**src/rtl/sobel_frame_ctrl.sv**
```systemverilog
// Frame sequencer feeding the Sobel window generator: raster position tracking,
// interior-window qualification, optional zero flush row (SOBEL_CTRL_FLUSH_EN).
module sobel_frame_ctrl #(
  parameter int PIX_W = 8,
  parameter int IMG_W = 640,
  parameter int IMG_H = 480
) (
  input  logic                     clk,
  input  logic                     rst,
  input  logic                     s_valid,
  output logic                     s_ready,
  input  logic [PIX_W-1:0]         s_data,
  input  logic                     s_sof,
  output logic                     wg_pixel_valid,
  output logic [PIX_W-1:0]         wg_pixel,
  output logic                     win_valid,
  output logic [$clog2(IMG_H)-1:0] win_row,
  output logic [$clog2(IMG_W)-1:0] win_col,
  output logic                     frame_done,
  output logic                     busy,
  output logic                     sync_err
);

  localparam int RW  = $clog2(IMG_H);
  localparam int CW  = $clog2(IMG_W);
  // one extra row code so the flush row IMG_H is representable
  localparam int RCW = $clog2(IMG_H + 1);

  typedef enum logic [1:0] {IDLE, ACTIVE, FLUSH} state_t;

  state_t           state_q, state_d;
  logic [RCW-1:0]   row_q, row_d;
  logic [CW-1:0]    col_q, col_d;
  logic             win_valid_q, win_valid_d;
  logic [RW-1:0]    win_row_q, win_row_d;
  logic [CW-1:0]    win_col_q, win_col_d;
  logic             frame_done_q, frame_done_d;
  logic             sync_err_q, sync_err_d;

  logic             xfer;
  logic             fwd;
  logic             fwd_zero;
  logic [RCW-1:0]   pos_r;
  logic [CW-1:0]    pos_c;

  assign s_ready = ~rst & (state_q != FLUSH);
  assign xfer    = s_valid & s_ready;

  always_comb begin
    state_d      = state_q;
    row_d        = row_q;
    col_d        = col_q;
    frame_done_d = 1'b0;
    sync_err_d   = sync_err_q;
    fwd          = 1'b0;
    fwd_zero     = 1'b0;
    pos_r        = row_q;
    pos_c        = col_q;

    case (state_q)
      IDLE: begin
        if (xfer && s_sof) begin
          fwd     = 1'b1;
          pos_r   = '0;
          pos_c   = '0;
          row_d   = '0;
          col_d   = CW'(1);
          state_d = ACTIVE;
        end
      end
      ACTIVE: begin
        if (xfer) begin
          fwd = 1'b1;
          // any sof here is out of place: restart the frame at this beat
          if (s_sof) begin
            sync_err_d = 1'b1;
            pos_r      = '0;
            pos_c      = '0;
            row_d      = '0;
            col_d      = CW'(1);
          end else if (col_q == CW'(IMG_W - 1)) begin
            col_d = '0;
            if (row_q == RCW'(IMG_H - 1)) begin
`ifdef SOBEL_CTRL_FLUSH_EN
              row_d   = RCW'(IMG_H);
              state_d = FLUSH;
`else
              row_d        = '0;
              state_d      = IDLE;
              frame_done_d = 1'b1;
`endif
            end else begin
              row_d = row_q + RCW'(1);
            end
          end else begin
            col_d = col_q + CW'(1);
          end
        end
      end
`ifdef SOBEL_CTRL_FLUSH_EN
      FLUSH: begin
        fwd      = 1'b1;
        fwd_zero = 1'b1;
        if (col_q == CW'(IMG_W - 1)) begin
          col_d        = '0;
          row_d        = '0;
          state_d      = IDLE;
          frame_done_d = 1'b1;
        end else begin
          col_d = col_q + CW'(1);
        end
      end
`endif
      default: begin
        state_d = IDLE;
        row_d   = '0;
        col_d   = '0;
      end
    endcase

    win_valid_d = fwd && (pos_r >= RCW'(3)) && (pos_c >= CW'(2));
    win_row_d   = win_row_q;
    win_col_d   = win_col_q;
    if (win_valid_d) begin
      win_row_d = RW'(pos_r - RCW'(2));
      win_col_d = pos_c - CW'(1);
    end
  end

  always_ff @(posedge clk or posedge rst) begin
    if (rst) begin
      state_q      <= IDLE;
      row_q        <= '0;
      col_q        <= '0;
      win_valid_q  <= 1'b0;
      win_row_q    <= '0;
      win_col_q    <= '0;
      frame_done_q <= 1'b0;
      sync_err_q   <= 1'b0;
    end else begin
      state_q      <= state_d;
      row_q        <= row_d;
      col_q        <= col_d;
      win_valid_q  <= win_valid_d;
      win_row_q    <= win_row_d;
      win_col_q    <= win_col_d;
      frame_done_q <= frame_done_d;
      sync_err_q   <= sync_err_d;
    end
  end

  assign wg_pixel_valid = fwd;
  assign wg_pixel       = (fwd && !fwd_zero) ? s_data : '0;
  assign win_valid      = win_valid_q;
  assign win_row        = win_row_q;
  assign win_col        = win_col_q;
  assign frame_done     = frame_done_q;
  assign busy           = (state_q != IDLE);
  assign sync_err       = sync_err_q;

endmodule

```
**config.mk**
```make
export PLATFORM = sky130hd
export DESIGN_NAME = sobel_frame_ctrl
export DESIGN_NICKNAME = d
export VERILOG_FILES = /design/src/rtl/sobel_frame_ctrl.sv
export SDC_FILE = /design/constraint.sdc
export NUM_CORES = 1
export LEC_CHECK = 0
export CAP_MARGIN = 20
export CORE_ASPECT_RATIO = 1.75
export CORE_UTILIZATION = 58
export DETAILED_ROUTE_END_ITERATION = 10
export HOLD_SLACK_MARGIN = 0.08
export PLACE_DENSITY = 0.89
export SYNTH_ARGS = -nofsm -noshare
export SYNTH_HDL_FRONTEND = slang
export SYNTH_SLANG_ARGS = --single-unit
```
**constraint.sdc**
```tcl
create_clock -name clk -period 4 [get_ports clk]
set_input_delay 0.8 -clock clk [delete_from_list [all_inputs] [get_ports clk]]
set_output_delay 0.8 -clock clk [all_outputs]
set_load 0.01 [all_outputs]
```
Word-level counts from Yosys, hierarchy flattened
Cells that the tools add are included.

operators by class
  reduce and logical (&&, ||, !) cells = 9
  $mul = 0
  multiplexer cells = 33
  equality and inequality tests = 10
  div/mod/pow operators = 0
  order comparisons = 2
  shift operators = 0
  $add $sub $neg = 4
  bitwise operators = 3

operator list
  cell                                                                    count
  10-bit two-way mux                                                      7
  9-bit two-way mux                                                       7
  10-bit case mux with 2 select lines                                     2
  9-bit case mux with 2 select lines                                      2
  2-bit != test, second input constant                                    6
  10-bit by 1-bit adder with 10-bit output, second input constant         1
  10-bit == test, second input constant                                   1
  10-bit by 2-bit >= comparator with 1-bit output, second input constant  1
  2-bit two-way mux                                                       5
  10-bit by 1-bit subtractor with 10-bit output, second input constant    1
  9-bit by 1-bit adder with 9-bit output, second input constant           1
  9-bit == test, second input constant                                    1
  9-bit by 2-bit >= comparator with 1-bit output, second input constant   1
  9-bit by 2-bit subtractor with 9-bit output, second input constant      1
  8-bit two-way mux                                                       1
  1-bit two-way mux                                                       7
  5-bit AND reduction                                                     1
  2-bit case mux with 2 select lines                                      1
  2-bit AND reduction                                                     2
  1-bit logical AND                                                       3
  3-bit != test, second input constant                                    1
  3-bit AND reduction                                                     1
  1-bit bitwise AND                                                       2
  2-bit by 1-bit == test with 1-bit output, second input constant         1
  other kinds (4)                                                         4

word-level totals
  bits in read-only memories = 0
  memories kept = 0
  bits in registers = 43
  logic and storage cells = 69
  bits in latches = 0
  bits in writable memories = 0

Logic depth before layout (Yosys ltp)
Gate-level depths: netlist (run 1).

  depth after elaboration = 9
  gate-level depth with buffers = 10
  gate-level depth less buffers = 8

Worst setup path after synthesis (run 1)
No wires, ideal clock.

  path type = input to register
  start = input port s_sof
  end = register win_col_q[5] (netlist: win_col[5])
  data arrival time = 2.559 ns
  slack = 1.315 ns
  stages on the path = 10
  path through = buf_2 -> nand3b_1 -> clkbuf_1 -> and2_1 -> ha_1 -> nor4_1 -> a31oi_1 -> nand2_1 -> buf_6 -> mux2_4

between the ends
  longest elaborated chain between the ends = 6

ends and longest elaborated chain
  what                                                    RTL line  source
  start, declared                                         13        input logic s_sof,
  9-bit two-way mux or 1-bit logical AND (tied branches)  75, 62
  9-bit two-way mux (on tied branches)                    -
  9-bit case mux with 2 select lines                      60        case (state_q)
  9-bit by 2-bit >= comparator with 1-bit output          121       win_valid_d = fwd && (pos_r >= RCW'(3)) && (pos_c >= CW'(2));
  1-bit logical AND (2 in series)                         121
  end signal, assigned                                    146       win_col_q <= win_col_d;
  end, declared                                           36        logic [CW-1:0] win_col_q, win_col_d;

Parallel ways exist; a longest one is shown, timed or not.
A chain may end at the register's enable or synchronous reset.

Final worst setup path (run 1)
  start = input port s_sof
  end = output port wg_pixel_valid

between the ends
  longest elaborated chain between the ends = 3

ends and longest elaborated chain
  what                                RTL line  source
  1-bit logical AND                   62        if (xfer && s_sof) begin
  1-bit two-way mux                   62
  1-bit case mux with 2 select lines  60
  end, declared                       14        output logic wg_pixel_valid,

Every way passes these cells.

==> summary.txt, run 1 <==
Run status
  – Status: finished clean

Clocking
  – Worst skew pair latency: 0.29 ns
  – CTS tree: built
  – Total CTS buffers: 5
  – Clock Sinks: 42
  – Root Buffer: clkbuf_8
  – Max H-tree Level: 2
  – Cts hold-fix bufs: 0
  – Post-CTS Setup Bufs: 0
  – Post_cts resized: 0
  – Worst-path clk slew: 0.08 ns
  – Clock Tree Buf Depth: 2

Setup path
  – Required time worst endpoint: 3.20 ns
  – R2R Setup Slk: 1.73 ns
  – Critical Path AT: 2.72 ns
  – Worst reg2reg path depth: 5
  – Startpoint type of the worst setup path: input port
  – CP max FO: 14
  – R2R Path End: row_q[1]
  – FF-to-FF Start: col_q[0]
  – CP Class: input port to output port
  – Crit end category: output port

Floorplanning
  – Rows: 32
  – Starting density of the core: 61.0%
  – Core area: 4480 um2
  – Die footprint: 5010 um2
  – Die Y: 92.8 um
  – Die Wd: 53.9 um
  – Number of I/O pins: 45

Yosys
  – Share of the synthesized area in the top cell type: 38.4%
  – Post-Syn Instances: 279
  – Post-synth EDFFs: 0
  – Synthesized cell area: 2740 um2
  – Async SR Flop Fraction: 100%
  – Yosys synthesis warning count: 0
  – Flops & latches, synth: 42
  – Ys flop type: dfrtp_1
  – Syn nets: 297
  – Largest area contributor in the netlist: dfrtp_1
  – Synth top area cells: dfrtp_1 (38%), mux2_4 (7.7%), and3_1 (3.4%)
  – Post-Syn Area per Cell: 9.80 um2
  – Sequential fraction of the synthesis area: 38.4%
  – Synth cell types: 53

Detailed routing
  – DR vias/cell: 6.30
  – DRT Pass-1 Iters: 4
  – Routed len/inst: 16.4 um
  – Initial DRC count: 74
  – Wire length on met3: 261 um
  – Total routed wirelength: 5.96 mm
  – Vias: 2287
  – Drc violations: 0
  – Top layer in use: met4
  – Met2 WL: 3.19 mm
  – M1 WL: 2.44 mm
  – Antenna-violating nets left: 0

Power
  – Clk pwr share: 21.6%
  – Internal: 1060 uW
  – P_sw: 465 uW
  – Switching portion of total power: 30.6%
  – Comb pwr share: 37.6%
  – Seq pwr share: 40.8%
  – Lkg Pwr: 0.00149 uW
  – Power per Cell Area: 473 nW/um2
  – Worst vdd ir: 339 uV

GRT
  – GRT Util Overall: 27.7%
  – Largest net degree at the start of global routing: 43
  – Antenna violations before repair: 0
  – First-pass GRT wire length: 10.3 mm
  – Number of global-route vias before repair: 2172
  – Grt total ovfl: 0

Placed design
  – DP HPWL: 4.28 mm
  – DP Area: 3120 um2
  – Port bufs: 44
  – Placed Instances: 355
  – RePlAce Congestion: 0.924

Cells and area
  – Fin cells: 363
  – Layout cells sized above 1: 11.9%
  – Layout Utilization: 71.8%
  – FF/Latch Area: 1050 um2
  – Area occupied by multi-input gates: 1470 um2
  – Final net count: 329
  – Cell area after layout: 3220 um2
  – Fillcell total: 322
  – ANT cells: 0
  – Area grow syn2layout: 17.8%

Hold path
  – Hold Crit Depth: 1
  – Hold EP: sync_err
  – Hold Startpoint: sync_err
  – Hold Path Class: flip-flop to flip-flop

STA
  – Skew final: 0.00531 ns
  – Setup TNS: 0 ns
  – Final Hold Fails: 0
  – Final min period: 3.52 ns
  – RSZ-0062 raised after global routing: false
  – Final Max Tran Viols: 0
  – # setup viols final: 0
  – Fin crit share: 88.1%
  – Worst-Margin Slew: 0.622 ns
  – Rel. slew slack: 58.5%
  – FMAX: 0.284 GHz
  – Hold WS: 0.469 ns

Flow run
  – Max Cap Violations: 0
## metrics by stage
stage / total power (uW) / worst slack, ns
2_1_floorplan: 965 / 1.32
3_3_place_gp: 1180 / 0.556
3_5_place_dp: 1210 / 0.499
4_1_cts: 1530 / 0.497
5_1_grt: 1620 / 0.285
6_report: 1520 / 0.477
## final cells by class
class | instances | area share (%)
clock inverter | 1 | 0.932
multi-input combinational | 198 | 45.7
inverter | 17 | 1.98
sequential | 42 | 32.6
tap | 51 | 1.98
timing repair buffer | 47 | 14.4
clock buffer | 7 | 2.37
## cells by family (layout without fill, tap and decap cells)
group / Yosys count / after routing / synth area share, %
XOR/XNOR: 7 / 7 / 2.24
adder cells (fa/ha/maj): 6 / 6 / 2.74
buffers and inverters: 39 / 72 / 7.68
AO/OA/AOI/OAI: 52 / 52 / 13.1
multiplexers: 20 / 20 / 9.88
AND/OR/NAND/NOR: 113 / 113 / 25.9
flip-flops: 42 / 42 / 38.4
## synth_stat cells, types with 4 or more instances
library cell	count
buf_6	6
o221ai_1	4
mux2i_1	6
nor3_1	8
and3_1	15
o21ai_0	10
xnor2_1	4
o21a_1	5
a31oi_1	7
or3_1	4
buf_4	4
a21oi_1	7
clkbuf_1	8
nand4_1	10
dfrtp_1	42
nand2_1	22
ha_1	6
inv_1	17
o31ai_1	4
nor2_1	10
nand3_1	15
mux2_4	14
## cells in the final DEF (no fill, tap or decap), drive strengths merged, types with 2 or more instances in the layout
| master | synthesis | routed |
|---|---|---|
| clkdlybuf4s50 | 0 | 44 |
| dfrtp | 42 | 42 |
| nand2 | 22 | 22 |
| inv | 17 | 17 |
| nand3 | 16 | 16 |
| and3 | 15 | 15 |
| mux2 | 14 | 14 |
| o21ai | 12 | 12 |
| nand4 | 10 | 10 |
| nor2 | 10 | 10 |
| nor3 | 10 | 10 |
| a21oi | 8 | 8 |
| a31oi | 7 | 7 |
| clkbuf | 8 | 7 |
| mux2i | 6 | 6 |
| ha | 6 | 6 |
| or3 | 6 | 6 |
| nor4 | 6 | 6 |
| o21a | 5 | 5 |
| o31ai | 4 | 4 |
| xnor2 | 4 | 4 |
| o221ai | 4 | 4 |
| nand2b | 3 | 3 |
| a21o | 3 | 3 |
| and4 | 3 | 3 |
| nor2b | 3 | 3 |
| xor2 | 3 | 3 |
| buf | 14 | 3 |
| o211ai | 3 | 3 |
| or4 | 2 | 2 |
## worst max path at each step
stage	cells after the start	slack, ns	start	to
2_1_floorplan	10	1.32	s_sof	win_col[5]
3_3_place_gp	5	0.56	s_sof	wg_pixel_valid
3_5_place_dp	5	0.50	s_sof	wg_pixel_valid
4_1_cts	5	0.50	s_sof	wg_pixel_valid
5_1_grt	5	0.29	s_sof	wg_pixel_valid
6_report	5	0.48	s_sof	wg_pixel_valid
## per-layer routing
metal / GRT usage [%] / vias to the layer above
met1: 35.0 / 1119
met3: 3.78 / 6
met2: 46.2 / 81
met4: 9.87 / 0
met5: 0 / -
li1: - / 1081
## state kept, by name (all words and copies together), names as in the netlist
register    count
col_q          10
frame_done      1
row_q           9
state_q         1
sync_err        1
win_col        10
win_row         9
win_valid       1
## worst max-delay path: stages
cell,delay (ns)
clkdlybuf4s50_1,0.61
or2_1,0.36
nand2_1,0.21
inv_1,0.18
clkdlybuf4s50_1,0.56
## power groups by stage
| stage | clock (uW) | combinational (uW) | sequential (uW) |
|---|---|---|---|
| after global placement | 0 | 558 | 622 |
| final | 329 | 573 | 621 |
| after global routing | 353 | 627 | 636 |
| after floorplan | 0 | 338 | 627 |
| after CTS | 334 | 579 | 622 |
| after detailed placement | 0 | 576 | 630 |
Note: power is estimated with default switching activity, not from simulation.
==> inputs of run 2 (changes only) <==
--- a/constraint.sdc
+++ b/constraint.sdc
@@ -3,2 +3,2 @@
 set_output_delay 0.8 -clock clk [all_outputs]
-set_load 0.01 [all_outputs]
+set_load 0.02 [all_outputs]
==> summary.txt, run 2 (same netlist as run 1, synthesis figures left out) <==
Setup path
  – CP max FO: 14 (unchanged)
  – Critical Path AT: 2.83 ns (was 2.72 ns)
  – Crit end category: output port (unchanged)
  – Required time worst endpoint: 3.20 ns (about the same)
  – CP Class: input port to output port (unchanged)
  – Startpoint type of the worst setup path: input port (unchanged)

Detailed routing
  – Antenna-violating nets left: 0 (unchanged)
  – Vias: 2295 (was 2287)
  – Wire length on met3: 369 um (was 261 um)
  – DRT Pass-1 Iters: 4 (unchanged)
  – Total routed wirelength: 5.96 mm (unchanged)
  – Initial DRC count: 77 (was 74)
  – Met2 WL: 3.19 mm (unchanged)
  – Routed len/inst: 16.5 um (was 16.4 um)
  – M1 WL: 2.28 mm (was 2.44 mm)
  – DR vias/cell: 6.36 (was 6.30)
  – Top layer in use: met4 (unchanged)
  – Drc violations: 0 (unchanged)

STA
  – RSZ-0062 raised after global routing: false (unchanged)
  – Setup TNS: 0 ns (unchanged)
  – Rel. slew slack: 56.7% (was 58.5%)
  – Final min period: 3.63 ns (was 3.52 ns)
  – Final Max Tran Viols: 0 (unchanged)
  – FMAX: 0.275 GHz (was 0.284 GHz)
  – # setup viols final: 0 (unchanged)
  – Final Hold Fails: 0 (unchanged)
  – Fin crit share: 90.8% (was 88.1%)
  – Worst-Margin Slew: 0.650 ns (was 0.622 ns)
  – Skew final: 0.00728 ns (was 0.00531 ns)

Floorplanning
  – Die Wd: 53.9 um (unchanged)
  – Die footprint: 5010 um2 (unchanged)
  – Core area: 4480 um2 (unchanged)
  – Number of I/O pins: 45 (unchanged)
  – Die Y: 92.8 um (unchanged)
  – Starting density of the core: 61.0% (unchanged)
  – Rows: 32 (unchanged)

Placed design
  – DP Area: 3120 um2 (unchanged)
  – RePlAce Congestion: 0.919 (was 0.924)
  – DP HPWL: 4.31 mm (was 4.28 mm)
  – Port bufs: 44 (unchanged)

Clocking
  – Cts hold-fix bufs: 0 (unchanged)
  – Max H-tree Level: 2 (unchanged)
  – Total CTS buffers: 5 (unchanged)
  – Root Buffer: clkbuf_8 (unchanged)
  – Worst skew pair latency: 0.29 ns (about the same)
  – Post-CTS Setup Bufs: 0 (unchanged)
  – Post_cts resized: 0 (unchanged)
  – Worst-path clk slew: 0.07 ns (was 0.08 ns)
  – Clock Sinks: 42 (unchanged)
  – CTS tree: built (unchanged)
  – Clock Tree Buf Depth: 2 (unchanged)

Power
  – Power per Cell Area: 477 nW/um2 (was 473 nW/um2)
  – Worst vdd ir: 400 uV (was 339 uV)
  – Lkg Pwr: 0.00148 uW (was 0.00149 uW)
  – Total power draw: 1530 uW (was 1520 uW)

Cells and area
  – Final net count: 329 (unchanged)
  – Layout cells sized above 1: 11.9% (about the same)
  – ANT cells: 0 (unchanged)
  – Most frequent cells in the layout: clkdlybuf4s50_1 (44), dfrtp_1 (42), nand2_1 (22) (unchanged)
  – Cell area after layout: 3200 um2 (was 3220 um2)
  – Commonest non-fill, non-tap cell in the layout: clkdlybuf4s50_1 (unchanged)
  – Area grow syn2layout: 16.9% (was 17.8%)

GRT
  – First-pass GRT wire length: 10.1 mm (was 10.3 mm)
  – Grt total ovfl: 0 (unchanged)
  – GRT Util Overall: 27.2% (was 27.7%)
  – Antenna violations before repair: 0 (unchanged)
  – Number of global-route vias before repair: 2198 (was 2172)
  – Largest net degree at the start of global routing: 43 (unchanged)

Flow run
  – Max Cap Violations: 0 (unchanged)

Run status
  – Status: finished clean (unchanged)

Hold path
  – Hold Path Class: flip-flop to flip-flop (unchanged)
-- run 2: cell count changes in the layout (fill, tap and decap cells not counted), sizes merged --
cell and delta:
bufinv -1, clkbuf -1
-- run 2: per-stage QoR --
step,cells,util (%),setup WS [ns],hold slack (ns)
after floorplan,279,-,1.32,0.507
after global placement,355,69.5,0.491,0.447
after detailed placement,355,69.5,0.394,0.453
after CTS,361,71.3,0.402,0.466
after global routing,361,71.3,0.193,0.484
final,361,71.3,0.369,0.463
-- run 2: worst paths after layout --
kind | endpoint | start | depth (start not counted) | slack [ns]
worst max-delay path | wg_pixel_valid | s_sof | 5 | 0.37
worst min-delay path | sync_err | sync_err | 1 | 0.46
worst max register to register | row_q[1] | col_q[0] | 5 | 1.75
worst min register to register | sync_err | sync_err | 1 | 0.46
max in group asynchronous | win_row[8] | rst | 3 | 2.53
min in group asynchronous | col_q[3] | rst | 3 | 1.09
-- run 2: final cells by class --
cell class / count / area, um2
clock buffers: 6 / 82.6
multi-input cells: 198 / 1470
well taps: 51 / 63.8
flip-flops and latches: 42 / 1050
inverters: 17 / 63.8
repair buffers: 47 / 463
fillers: 354 / 1290
-- run 2: routing by layer --
layer,up-vias,GRT usage (%)
met5,-,0
met4,0,11.4
met3,13,4.60
met2,113,45.6
met1,1098,32.8
li1,1071,-
-- run 2: report_power, final --
part           internal, uW  total (uW)  switching (uW)
logic                   348         641             293
clock network           133         266             133
registers               524         618            94.1
total                  1000        1530             521
-- run 2: worst max-delay path, cell delays in order --
cell and delay (ns):
clkdlybuf4s50_1 0.62, or2_1 0.37, nand2_1 0.23, inv_1 0.19, clkdlybuf4s50_1 0.63
==> inputs of run 3 (changes only) <==
- CTS_CLUSTER_SIZE: not set -> 28
==> results of run 3 <==
Same layout as run 2: the final DEF is identical, and so are final timing and power.
==> RTL edit 1, RTL diff (settings of run 2) <==
Add a define of `SOBEL_CTRL_FLUSH_EN`.
--- a/src/rtl/sobel_frame_ctrl.sv
+++ b/src/rtl/sobel_frame_ctrl.sv
@@ -1,5 +1,7 @@
 // Frame sequencer feeding the Sobel window generator: raster position tracking,
 // interior-window qualification, optional zero flush row (SOBEL_CTRL_FLUSH_EN).
+`define SOBEL_CTRL_FLUSH_EN
+
 module sobel_frame_ctrl #(
   parameter int PIX_W = 8,
   parameter int IMG_W = 640,
Check against the original RTL: no difference found for any inputs over 10 cycles, from zero or initial values and one cycle with rst high; that may be too few to reach the edited logic, so the function may still have changed.
==> RTL edit 1 against run 2 <==
- critical path type unchanged
- critical path depth rose by 1
- cell area fell by 1.8%
- area after synthesis fell by 4.3%
- sequential cell count is 1 higher
- setup slack better by 70 ps
- clock skew increased by 5.1 ps
- via count down 4.1%
- routed wire length decreased by 6.8%
Power is not compared: it rests on default switching activity, and its combinational part moved more than twofold at a synthesized area within 25%.
==> RTL edit 1: results (changes against run 2) <==
| Metric | Value |
|---|---|
| DRT iter0 DRCs | 69 (was 77) |
| Post-DR wirelength/cell | 15.3 um (was 16.5 um) |
| Sequential area share after synthesis | 41.1% (was 38.4%) |
| Largest net degree at the start of global routing | 44 (was 43) |
| Vias per inst | 6.08 (was 6.36) |
| All-Layer GR Usage | 26.1% (was 27.2%) |
| Reg-to-reg critical path endpoint | win_col[2]$_DFFE_PP0P_ (was row_q[1]$_DFFE_PP0P_) |
| Status | finished, final reports clean (unchanged) |
| Crit-path max cell delay | 610 ps (was 630 ps) |
| Hold slack final | 480 ps (was 463 ps) |
| Worst Reg-to-Reg Cells | 9 (was 5) |
| Max Clock Freq | 281 MHz (was 275 MHz) |
| Synth Area per Inst | 9.48 um2 (was 9.80 um2) |
| First-pass GRT wire length | 9.55 mm (was 10.1 mm) |
| Synth area leaders | dfrtp_1, mux2_4, nor2_1, o21ai_0, xnor2_1 (was dfrtp_1, mux2_4, and3_1, nand2_1, ha_1) |
| Layout Nets | 329 (unchanged) |
| Slowest stage cell, crit path | clkdlybuf4s50_1 (unchanged) |
| Number of global-route vias before repair | 2140 (was 2198) |
| Initial antenna violation count | 0 (unchanged) |
| Mapped Nets | 294 (was 297) |
| Final wirelength | 5.56 mm (was 5.96 mm) |
| Routability cong. | 0.908 (was 0.919) |
| Final setup skew | 12.3 ps (was 7.28 ps) |
| Post-DP Area | 3050 um2 (was 3120 um2) |
| Yosys warnings | 0 (unchanged) |
| Synth top cells by count | dfrtp_1, nor2_1, nand2_1, o21ai_0, mux2_4 (was dfrtp_1, nand2_1, inv_1, and3_1, nand3_1) |
| CP startpoint | rst (was s_sof) |
| Netlist cell types | 53 (unchanged) |
| Share of layout cells above drive strength 1 | 11.6% (was 11.9%) |
| Slew of the pin with the lowest slew margin | 799 ps (was 650 ps) |
| Crit path DAT | 2760 ps (was 2830 ps) |
| Crit-path max FO | 8 (was 14) |
| Place WS | 437 ps (was 394 ps) |
| First-pass DRT Iterations | 4 (unchanged) |
| R2r startpoint | state_q[1]$_DFFE_PP0P_ (was col_q[0]$_DFFE_PP0P_) |
| Reg2Reg Setup Slack | 1430 ps (was 1750 ps) |
| CP endpoint | wg_pixel[4] (was wg_pixel_valid) |
==> RTL edit 1: kinds of logic after synthesis <==
family / Yosys count / synth area share, %
compound gates: 57 / 13.9
mux: 21 / 11.3
xor+xnor: 10 / 3.35
flops: 43 / 41.1
buf+inv: 31 / 5.50
simple gates: 108 / 22.0
fa+ha+maj: 6 / 2.87
==> RTL edit 1: layout make-up <==
cell class / count / area [um2]
inverter: 10 / 37.5
clock buffer: 6 / 82.6
clock inverter: 1 / 5.00
multi-input combinational: 202 / 1400
timing repair buffer: 49 / 478
tap: 51 / 63.8
sequential: 43 / 1080
fill: 327 / 1220
==> RTL edit 1: per-layer routing <==
| metal | GRT usage [%] | wire length, um | up-vias |
|---|---|---|---|
| li1 | - | - | 1052 |
| met1 | 29.7 | 2170 | 1026 |
| met2 | 45.3 | 2980 | 106 |
| met3 | 4.71 | 262 | 17 |
| met4 | 11.6 | 134 | 0 |
| met5 | 0 | 0 | - |
==> RTL edit 2, RTL diff (config.mk and constraints of run 2) <==
Made on the original files. Encoding of `state_t`: now one-hot (3 bits for 3 states).
--- a/src/rtl/sobel_frame_ctrl.sv
+++ b/src/rtl/sobel_frame_ctrl.sv
@@ -26,7 +26,7 @@
   // one extra row code so the flush row IMG_H is representable
   localparam int RCW = $clog2(IMG_H + 1);
 
-  typedef enum logic [1:0] {IDLE, ACTIVE, FLUSH} state_t;
+  typedef enum logic [2:0] {IDLE = 3'b001, ACTIVE = 3'b010, FLUSH = 3'b100} state_t;
 
   state_t           state_q, state_d;
   logic [RCW-1:0]   row_q, row_d;
Check against the original RTL: same outputs for any inputs over 10 cycles, from zero or initial values and one cycle with rst high; not proved beyond that.
==> RTL edit 2 against run 2 <==
- register-to-register slack worse by 1100 ps
- cell area up 2.7%
- sequential share of layout area is 0.051 points lower
- global-route usage grew 0.86 points
- combinational power is 11% lower
- power is 8.2% lower
- via count rose by 7.9%
- sequential cell count rose by 1
- worst hold slack gained 5.2 ps
- clock power increased by 32%
- area after synthesis increased by 0.59%
- setup slack improved by 170 ps
- routed wire length rose by 5.9%
- final cell count up 9.4%
- largest power group unchanged
==> RTL edit 2: results (changes against run 2) <==
| Metric | Value |
|---|---|
| Share of layout cells above drive strength 1 | 11.0% (was 11.9%) |
| DRT iter0 DRCs | 82 (was 77) |
| Clk slew on worst S/H paths | approximately 80 ps |
| Sequential area share after synthesis | 39.2% (was 38.4%) |
| First-pass GRT wire length | 10.5 mm (was 10.1 mm) |
| Synth top cells by count | dfrtp_1, nand2_1, nor2_1, o21ai_0, nand3_1 (was dfrtp_1, nand2_1, inv_1, and3_1, nand3_1) |
| H-tree Lvls | 2 (unchanged) |
| Slew of the pin with the lowest slew margin | 569 ps (was 650 ps) |
| DP Wirelength | 4.63 mm (was 4.31 mm) |
| Routability cong. | 0.887 (was 0.919) |
| Mapped Nets | 330 (was 297) |
| Number of global-route vias before repair | 2335 (was 2198) |
| Status | finished, final reports clean (unchanged) |
| Maximum clock insertion buffer count | 2 (unchanged) |
| Num CTS Buffers | 5 (unchanged) |
| Initial antenna violation count | 0 (unchanged) |
| Hold Crit Class | reg2reg (unchanged) |
| Setup TNS | 0 ps (unchanged) |
| Netlist cell types | 56 (was 53) |
| Largest net degree at the start of global routing | 44 (was 43) |
| Final setup skew | 4.41 ps (was 7.28 ps) |
| Crit path DAT | 2660 ps (was 2830 ps) |
| Main synth FF type | dfrtp_1 (unchanged) |
| # fillers | 331 (was 354) |
| Clock Latency Late Sink | 290 ps (about the same) |
| I/O Buffers | 44 (unchanged) |
| Async SR Flop Fraction | 100% (unchanged) |
| Leak | 1.46 nW (was 1.48 nW) |
| Setup Fix Bufs, Post-CTS | 0 (unchanged) |
| CP top delay family | buffers and inverters (unchanged) |
| Clock tree root driver cell | clkbuf_8 (unchanged) |
| Yosys warnings | 0 (unchanged) |
| Slowest stage cell, crit path | clkdlybuf4s50_1 (unchanged) |
| Post-DR wirelength/cell | 16.0 um (was 16.5 um) |
| First-pass DRT Iterations | 4 (unchanged) |
| Slew Viols, Final | 0 (unchanged) |
| Crit-path max FO | 9 (was 14) |
| Synth area leaders | dfrtp_1, nand2_1, xor2_1, ha_1, o21ai_2 (was dfrtp_1, mux2_4, and3_1, nand2_1, ha_1) |
| Layout Nets | 363 (was 329) |
| N_diodes | 0 (unchanged) |
| All-Layer GR Usage | 28.1% (was 27.2%) |
| Vias per inst | 6.27 (was 6.36) |
| Peak VDD IR | 468 uV (was 400 uV) |
| CTS resizes | 0 (unchanged) |
| Crit-path max cell delay | around 620 ps |
## RTL edit 2: cell count changes in the layout (fill, tap and decap cells not counted), sizes merged, moves of 11 or more
cell	delta
nor2	+15
and3	-13
o21ai	+17
nand2	+15
and2	+11
mux2	-12
## RTL edit 2: logic make-up after synthesis
| logic type | Yosys count | share of synthesized area, % |
|---|---|---|
| XOR/XNOR | 14 | 4.46 |
| adder cells (fa/ha/maj) | 8 | 3.64 |
| buffers and inverters | 37 | 6.96 |
| multiplexers | 3 | 1.46 |
| AO/OA/AOI/OAI | 74 | 19.8 |
| AND/OR/NAND/NOR | 131 | 24.5 |
| flip-flops | 43 | 39.2 |
## RTL edit 2: per-layer routing
layer	vias up	GRT usage [%]	share of wire [%]
li1	1171	-	-
met1	1167	30.2	37
met5	-	0	0
met3	27	5.04	5.1
met2	112	49.5	54
met4	0	14.1	4.3
## RTL edit 2: cell type report
class	count	area [um2]	share of cell area, %
Multi-Input combinational cell	230	1480	45.2
Inverter	11	41.3	1.26
Tap cell	51	63.8	1.94
Clock buffer	6	82.6	2.52
Clock inverter	2	35.0	1.07
Sequential cell	43	1080	32.8
Timing Repair Buffer	52	500	15.2
## RTL edit 2: path summary, 6_finish.rpt
path / start / end / slack (ps) / cells after the start
min in group asynchronous: rst / col_q[2]$_DFFE_PP0P_ / 1050 / 3
hold / removal: sync_err$_DFFE_PP0P_ / sync_err$_DFFE_PP0P_ / 470 / 1
max in group asynchronous: rst / state_q[0]$_DFFE_PP1P_ / 2560 / 3
hold reg to reg: sync_err$_DFFE_PP0P_ / sync_err$_DFFE_PP0P_ / 470 / 1
setup reg to reg: state_q[0]$_DFFE_PP1P_ / win_row[5]$_DFFE_PP0P_ / 700 / 12
setup / recovery: rst / wg_pixel[4] / 540 / 6
## RTL edit 2: per-stage QoR
step                      std cells  power (W)  util [%]  instance area [um2]  worst slack, ps
after detailed placement        387    0.00105      70.6                 3170              496
after global routing            395    0.00148      73.2                 3280              425
final                           395    0.00140      73.2                 3280              540
after floorplan                 310   0.000871         -                 2750              809
after global placement          387    0.00103      70.6                 3170              588
after CTS                       395    0.00140      73.2                 3280              531
## RTL edit 2: worst reg2reg max path, cell delays in order, from the launching register on
cell	delay (ps)
dfstp_2	560
inv_1	60
ha_1	330
or2_2	350
a21o_1	280
nand2_1	130
inv_1	50
ha_1	170
or4_1	450
o21ai_4	370
buf_4	290
nand2_1	80
o31ai_1	80
## RTL edit 2: report_power, final
group	switching [W]	leakage [nW]	internal, W	total, W
combinational	0.000360	0.799	0.000209	0.000569
sequential	0.0000217	0.595	0.000457	0.000479
clock	0.000150	0.0612	0.000202	0.000352
total	0.000531	1.46	0.000869	0.00140
